--- src/rtl/rom_reader_pkg.sv ---
// ----------------------------------------------------------------------------
// rom_reader_pkg
//   Shared constants for the lab ROM read master: default bus widths (also
//   used by the ROM and the bench), the latency counter width and the FSM
//   state encoding.
//   Optional feature macro: ROM_READER_CHECKSUM_EN (see rom_reader.sv).
// ----------------------------------------------------------------------------
package rom_reader_pkg;

   localparam int DEF_ADDR_W  = 2;
   localparam int DEF_DATA_W  = 4;
   localparam int DEF_ROM_LAT = 1;

   // Wide enough to count up to the largest legal ROM latency (3).
   localparam int LAT_W = 2;

   typedef enum logic [2:0] {
      IDLE    = 3'd0,
      WAIT    = 3'd1,
      CAPTURE = 3'd2,
      HOLD    = 3'd3,
      DONE    = 3'd4
   } state_t;

endpackage

--- src/rtl/rom_reader_if.sv ---
// ----------------------------------------------------------------------------
// rom_reader_if
//   Bundles the ROM side, the consumer handshake and the pass control of the
//   ROM read master.
//   Signals:
//     start       pass request (controller -> reader)
//     rom_addr    address to the synchronous ROM (reader -> ROM)
//     rom_data    ROM read data (ROM -> reader)
//     word_out    captured word, stable while word_valid=1
//     word_valid  word_out holds a word not yet accepted
//     word_ready  consumer accepts on word_valid && word_ready at CLK rise
//     busy        pass in progress
//     done        one-clock end-of-pass pulse
//     checksum    XOR of all words of the last pass
//                 (only with ROM_READER_CHECKSUM_EN defined)
//   Modports: master = the reader, slave = ROM/consumer/controller side.
// ----------------------------------------------------------------------------
interface rom_reader_if
   import rom_reader_pkg::*;
#(
   parameter int ADDR_W = DEF_ADDR_W,
   parameter int DATA_W = DEF_DATA_W
);

   logic              start;
   logic [ADDR_W-1:0] rom_addr;
   logic [DATA_W-1:0] rom_data;
   logic [DATA_W-1:0] word_out;
   logic              word_valid;
   logic              word_ready;
   logic              busy;
   logic              done;
`ifdef ROM_READER_CHECKSUM_EN
   logic [DATA_W-1:0] checksum;
`endif

   modport master (
      input  start, rom_data, word_ready,
`ifdef ROM_READER_CHECKSUM_EN
      output checksum,
`endif
      output rom_addr, word_out, word_valid, busy, done
   );

   modport slave (
      output start, rom_data, word_ready,
`ifdef ROM_READER_CHECKSUM_EN
      input  checksum,
`endif
      input  rom_addr, word_out, word_valid, busy, done
   );

endinterface

--- src/rtl/rom_reader.sv ---
// ----------------------------------------------------------------------------
// rom_reader
//   Sequential read master for the synchronous lab ROM. A start pulse in IDLE
//   walks every address 0..2**ADDR_W-1 once; each returned word is offered to
//   the consumer on a valid/ready handshake, then done pulses for one clock.
//
//   Parameters:
//     ADDR_W   ROM address width (depth = 2**ADDR_W)
//     DATA_W   ROM word width
//     ROM_LAT  clocks from the ROM sampling rom_addr to rom_data valid, 1..3
//
//   Ports:
//     CLK   system clock, rising edge
//     RST   synchronous, active-high reset (wins over start)
//     bus   rom_reader_if.master (start, ROM bus, word handshake, busy, done)
//
//   Optional feature macro ROM_READER_CHECKSUM_EN: adds bus.checksum, the XOR
//   of all words accepted in the current/last pass, cleared on start and RST.
// ----------------------------------------------------------------------------
module rom_reader
   import rom_reader_pkg::*;
#(
   parameter int ADDR_W  = DEF_ADDR_W,
   parameter int DATA_W  = DEF_DATA_W,
   parameter int ROM_LAT = DEF_ROM_LAT
) (
   input  logic         CLK,
   input  logic         RST,
   rom_reader_if.master bus
);

   localparam logic [ADDR_W-1:0] ADDR_LAST = '1;
   // WAIT lasts ROM_LAT clocks: leaving on this value means the counter
   // reaches ROM_LAT on the same edge that enters CAPTURE.
   localparam logic [LAT_W-1:0]  LAT_LAST  = LAT_W'(ROM_LAT - 1);

   state_t            state, state_nxt;
   logic [ADDR_W-1:0] addr_q, addr_d;
   logic [LAT_W-1:0]  lat_q, lat_d;
   logic [DATA_W-1:0] word_q, word_d;
`ifdef ROM_READER_CHECKSUM_EN
   logic [DATA_W-1:0] chk_q, chk_d;
`endif

   // ---------------------------------------------------------------------
   // Next-state and next-register values
   // ---------------------------------------------------------------------
   always_comb begin
      // NOTE: every signal gets its hold value first, so no path through the
      // case below can leave one unassigned and infer a latch.
      state_nxt = state;
      addr_d    = addr_q;
      lat_d     = lat_q;
      word_d    = word_q;
`ifdef ROM_READER_CHECKSUM_EN
      chk_d     = chk_q;
`endif

      case (state)
         IDLE: begin
            if (bus.start) begin
               addr_d    = '0;
               lat_d     = '0;
`ifdef ROM_READER_CHECKSUM_EN
               chk_d     = '0;
`endif
               state_nxt = WAIT;
            end
         end

         // The address was set on entry; the ROM samples it on the first
         // WAIT edge and the data is valid ROM_LAT edges after that.
         WAIT: begin
            lat_d = lat_q + 1'b1;
            if (lat_q == LAT_LAST) begin
               state_nxt = CAPTURE;
            end
         end

         CAPTURE: begin
            word_d    = bus.rom_data;
            state_nxt = HOLD;
         end

         // Back-pressure simply parks here: address and word are untouched.
         HOLD: begin
            if (bus.word_ready) begin
`ifdef ROM_READER_CHECKSUM_EN
               chk_d = chk_q ^ word_q;
`endif
               if (addr_q == ADDR_LAST) begin
                  state_nxt = DONE;
               end else begin
                  addr_d    = addr_q + 1'b1;
                  lat_d     = '0;
                  state_nxt = WAIT;
               end
            end
         end

         DONE: begin
            state_nxt = IDLE;
         end

         default: begin
            state_nxt = IDLE;
         end
      endcase
   end

   // ---------------------------------------------------------------------
   // State and datapath registers
   // ---------------------------------------------------------------------
   // NOTE: sequential state uses non-blocking assignments so every register
   // samples the pre-edge values; reset is synchronous and overrides start.
   always_ff @(posedge CLK) begin
      if (RST) begin
         state  <= IDLE;
         addr_q <= '0;
         lat_q  <= '0;
         word_q <= '0;
`ifdef ROM_READER_CHECKSUM_EN
         chk_q  <= '0;
`endif
      end else begin
         state  <= state_nxt;
         addr_q <= addr_d;
         lat_q  <= lat_d;
         word_q <= word_d;
`ifdef ROM_READER_CHECKSUM_EN
         chk_q  <= chk_d;
`endif
      end
   end

   // ---------------------------------------------------------------------
   // Outputs: status flags are pure decodes of the registered state, so
   // they change exactly on the edges that move the FSM.
   // ---------------------------------------------------------------------
   assign bus.rom_addr   = addr_q;
   assign bus.word_out   = word_q;
   assign bus.word_valid = (state == HOLD);
   assign bus.busy       = (state == WAIT) || (state == CAPTURE) || (state == HOLD);
   assign bus.done       = (state == DONE);
`ifdef ROM_READER_CHECKSUM_EN
   assign bus.checksum   = chk_q;
`endif

endmodule

--- src/flat_wrapper.sv ---
// flat-port wrapper written by rule: the top's interface ports become plain ports
module rom_reader_flat import rom_reader_pkg::*;
#(
   parameter int ADDR_W  = DEF_ADDR_W,
   parameter int DATA_W  = DEF_DATA_W,
   parameter int ROM_LAT = DEF_ROM_LAT
)
  (CLK, RST, bus_start, bus_rom_data, bus_word_ready, bus_rom_addr, bus_word_out, bus_word_valid, bus_busy, bus_done);
  rom_reader_if #(.ADDR_W(ADDR_W), .DATA_W(DATA_W)) bus_i ();
  input  logic CLK;
  input  logic RST;
  input wire logic [$bits(bus_i.start)-1:0] bus_start;
  input wire logic [$bits(bus_i.rom_data)-1:0] bus_rom_data;
  input wire logic [$bits(bus_i.word_ready)-1:0] bus_word_ready;
  output wire logic [$bits(bus_i.rom_addr)-1:0] bus_rom_addr;
  output wire logic [$bits(bus_i.word_out)-1:0] bus_word_out;
  output wire logic [$bits(bus_i.word_valid)-1:0] bus_word_valid;
  output wire logic [$bits(bus_i.busy)-1:0] bus_busy;
  output wire logic [$bits(bus_i.done)-1:0] bus_done;
  assign bus_i.start = bus_start;
  assign bus_i.rom_data = bus_rom_data;
  assign bus_i.word_ready = bus_word_ready;
  assign bus_rom_addr = bus_i.rom_addr;
  assign bus_word_out = bus_i.word_out;
  assign bus_word_valid = bus_i.word_valid;
  assign bus_busy = bus_i.busy;
  assign bus_done = bus_i.done;
  rom_reader #(.ADDR_W(ADDR_W), .DATA_W(DATA_W), .ROM_LAT(ROM_LAT)) u_core (.CLK(CLK), .RST(RST), .bus(bus_i));
endmodule
--- config.mk ---
export PLATFORM = sky130hd
export DESIGN_NAME = rom_reader_flat
export DESIGN_NICKNAME = d
export VERILOG_FILES = /design/src/rtl/rom_reader_pkg.sv /design/src/rtl/rom_reader_if.sv /design/src/rtl/rom_reader.sv /design/src/flat_wrapper.sv
export SDC_FILE = /design/constraint.sdc
export NUM_CORES = 1
export LEC_CHECK = 0
export CORE_MARGIN = 2
export CORE_UTILIZATION = 30
export DETAILED_ROUTE_END_ITERATION = 8
export PLACE_DENSITY = 0.59
export SLEW_MARGIN = 5
export SYNTH_ARGS = -nofsm -noshare
export SYNTH_HDL_FRONTEND = slang
export SYNTH_SLANG_ARGS = --single-unit
--- constraint.sdc ---
create_clock -name CLK -period 1.7 [get_ports CLK]
set_clock_uncertainty 0.1 [all_clocks]
set_input_delay 0.34 -clock CLK [delete_from_list [all_inputs] [get_ports CLK]]
set_output_delay 0.34 -clock CLK [all_outputs]
set_load 0.1 [all_outputs]
==> results.sh <==
export IMPL_status="complete, no violations"
export IMPL_final_cell_count_no_fill=106
export IMPL_power_per_cell_area_nw_per_um2=880
export IMPL_yosys_top_cells_count="dfxtp_1, nor2_1, inv_1, mux2i_1"
export IMPL_areaGrowthSynthToFinish_pct=60.5
export IMPL_placed_cells=102
export IMPL_n_antenna_cell=0
export IMPL_ctsHtreeMaxLevel=1
export IMPL_utilization_pct=51.5
export IMPL_cts_buffer_depth=2
export IMPL_cap_violations=0
export IMPL_cpPeakStageDelay_ns=0.48
export IMPL_seq_area_frac_synth_pct=39.7
export IMPL_antenna_found_initial=0
export IMPL_worstMarginPinSlew_ns=0.317
export IMPL_vias_per_cell=4.66
export IMPL_crit_chain="ha_1, nand4b_2, or4b_1, o31ai_1"
export IMPL_finalMaxSlewViolations=0
export IMPL_setup_worst_path_end_class="register"
export IMPL_arrival_ns=1.65
export IMPL_synth_warnings=0
export IMPL_postCtsHoldBufs=0
export IMPL_reg2reg_to="u_core.bus.rom_addr[1]"
export IMPL_yosysTopAreaCellShare_pct=39.7
export IMPL_path_max_fanout=5
export IMPL_relSlewSlack_pct=78.8
export IMPL_portBuffers=16
export IMPL_path_buf_inv=0
export IMPL_die_width_um=47.0
export IMPL_synthArstFlopShare_pct=0
export IMPL_wl_per_cell_um=11.0
export IMPL_start_kind="register"
export IMPL_rsz0062_at_grt="no"
export IMPL_clk_pin_slew_ns=0.07
export IMPL_min_from="u_core.lat_q[0]"
export IMPL_dieArea_um2=2210
export IMPL_finalPower_mw=0.783
export IMPL_fin_crit_sh_pct=92.6
export IMPL_finalHoldViolations=0
export IMPL_drt_initial_drc_count=4
export IMPL_grt_pass1_wl_mm=1.96
export IMPL_clock_sinks=11
export IMPL_num_vias=494
export IMPL_numCtsBuffers=3
export IMPL_finalCriticalPeriod_ns=1.57
export IMPL_worst_slack_ns=0.125
export IMPL_pin_count=17
export IMPL_grt_pass1_vias=447
export IMPL_synth_area_leaders="dfxtp_1, mux2i_1, nor2_1"
export IMPL_r2r_start="u_core.bus.rom_addr[0]"
export IMPL_synth_largest_area_cell="dfxtp_1"
export IMPL_ant_nets=0
export IMPL_syn_num_nets=70
export IMPL_fp_dieH_um=47.0
export IMPL_ir_worst_vdd_mv=0.619
export IMPL_finalSetupViolations=0
export IMPL_fmax_ghz=0.635
export IMPL_post_cts_setup_buffer_count=0
export IMPL_clk_latency_ns=0.26
export IMPL_wl_mm=1.17
export IMPL_yosysUniqueCellTypes=27
export IMPL_dpl_hpwl_um=939
export IMPL_hold_ws_ns=0.358
export IMPL_rows=15
export IMPL_crit_slowest_cell="or4b_1"
export IMPL_hold_depth=1
export IMPL_regArea_um2=229
export IMPL_path_delay_family="simple AND/OR/NAND/NOR gates"
export IMPL_synth_seq_cells=11
export IMPL_nFillCells=168
export IMPL_final_layout_size_suffix_gt1_share_pct=35.8
export IMPL_cts_root_buf="clkbuf_4"
export IMPL_synth_edf_count=0
export IMPL_grt_overflow_total=0
export IMPL_p_leak_nw=0.369
export IMPL_multi_input_area_um2=300
export IMPL_synth_area_um2=554
export IMPL_avgSynthCellArea_um2=9.24
export IMPL_core_um2=1730
export IMPL_r2r_slack_ns=0.13
export IMPL_hold_path_class="register to register"
export IMPL_grt_use_total_pct=13.3
export IMPL_whs_endpoint="u_core.lat_q[0]"
export IMPL_critPathRequiredTime_ns=1.77
export IMPL_finish_net_count=92
export IMPL_post_synth_top_count_cell="dfxtp_1"
export IMPL_syn_instance_count=60
export IMPL_r2r_cells=4
export IMPL_synth_main_ff_cell="dfxtp_1"
export IMPL_grt_max_degree=12
export IMPL_initial_core_util_pct=32.1
export IMPL_first_pass_iters=2
export IMPL_cts_tree="yes"
export IMPL_routabilityCongestion=0.761
export IMPL_worstSetupPathType="register to register"
export IMPL_pre_cts_slack_ns=-0.00819
export IMPL_drc=0
[state kept, by name, summed over array words and instances (netlist names)]
signal               count
u_core.lat_q             2
u_core.bus.word_out      4
u_core.state             3
u_core.bus.rom_addr      2
[report_power, final]
group,leakage [nW],total [mW],internal (mW),switching (mW)
sequential,0.0921,0.307,0.279,0.0280
clock,0.0150,0.169,0.0906,0.0784
combinational,0.262,0.307,0.126,0.180
[worst register-to-register path: stages (launching register included)]
cell	delay (ns)
dfxtp_4	0.37
ha_1	0.24
nand4b_2	0.24
or4b_1	0.48
o31ai_1	0.07
[how the worst max path moves through the flow]
stage / from / to / slack (ns) / depth (start not counted)
after floorplan: u_core.state[0] / bus_word_valid / -0.14 / 3
after global placement: bus_word_ready / u_core.bus.rom_addr[1] / -0.003 / 4
after detailed placement: bus_word_ready / u_core.bus.rom_addr[1] / -0.008 / 4
after CTS: u_core.state[2] / bus_done / 0.01 / 2
after global routing: u_core.state[1] / bus_done / 0.03 / 3
final: u_core.bus.rom_addr[0] / u_core.bus.rom_addr[1] / 0.13 / 4
[cells by family (layout without fill, tap and decap cells)]
family	after synthesis	after routing	share of synthesized area, %
AO/OA/AOI/OAI	11	11	14.7
adder cells (fa/ha/maj)	2	2	4.51
buffers and inverters	8	29	7.22
flip-flops	11	11	39.7
multiplexers	4	4	7.22
AND/OR/NAND/NOR	24	24	26.6
[layout make-up]
cell class | instances | share of cell area [%]
clock buffer | 4 | 2.95
timing repair buffer | 21 | 32.3
sequential | 11 | 25.7
tap | 25 | 3.52
multi-input combinational | 41 | 33.8
inverter | 4 | 1.69
[placed cells by master, fill, tap and decap left out]
master / synthesis / routed
a211oi_2: 1 / 1
a21oi_1: 3 / 3
a31oi_1: 1 / 1
and2_2: 0 / 1
and3_1: 1 / 1
buf_12: 0 / 9
buf_4: 2 / 5
clkbuf_1: 0 / 1
clkbuf_4: 0 / 3
clkdlybuf4s50_1: 0 / 7
dfxtp_1: 11 / 6
dfxtp_2: 0 / 4
dfxtp_4: 0 / 1
ha_1: 2 / 2
inv_1: 4 / 4
mux2i_1: 4 / 4
nand2_1: 3 / 3
nand3_1: 1 / 1
nand3b_1: 1 / 1
nand4b_2: 1 / 1
nor2_1: 10 / 8
nor2_2: 0 / 2
nor3_1: 1 / 1
nor3b_2: 1 / 1
nor3b_4: 1 / 1
nor4_1: 1 / 1
o211a_1: 1 / 1
o21ai_1: 1 / 1
o311ai_1: 1 / 1
o31ai_1: 2 / 2
o41ai_1: 1 / 1
or3_1: 1 / 1
or4b_1: 1 / 1
[repair_timing]
item	in CTS	in global routing
endpoints found under the hold margin	0	0
resized for setup	1	2
cloned	0	0
setup endpoints to repair	1	2
pin swaps	0	0
[stage by stage]
step	area [um^2]	setup TNS, ns
2_1_floorplan	566	-0.270
3_3_place_gp	860	-0.00309
3_5_place_dp	860	-0.00819
4_1_cts	887	0
5_1_grt	890	0
6_report	890	0
[metal layers]
| layer | wire, um | global-route usage (%) | part of all wire (%) |
|---|---|---|---|
| met2 | 586 | 19.7 | 50 |
| met4 | 11 | 5.00 | 0.94 |
| met1 | 512 | 16.6 | 44 |
| met5 | 0 | 0 | 0 |
| met3 | 57 | 6.92 | 4.9 |
No activity file was read; power rests on OpenSTA's default activity.
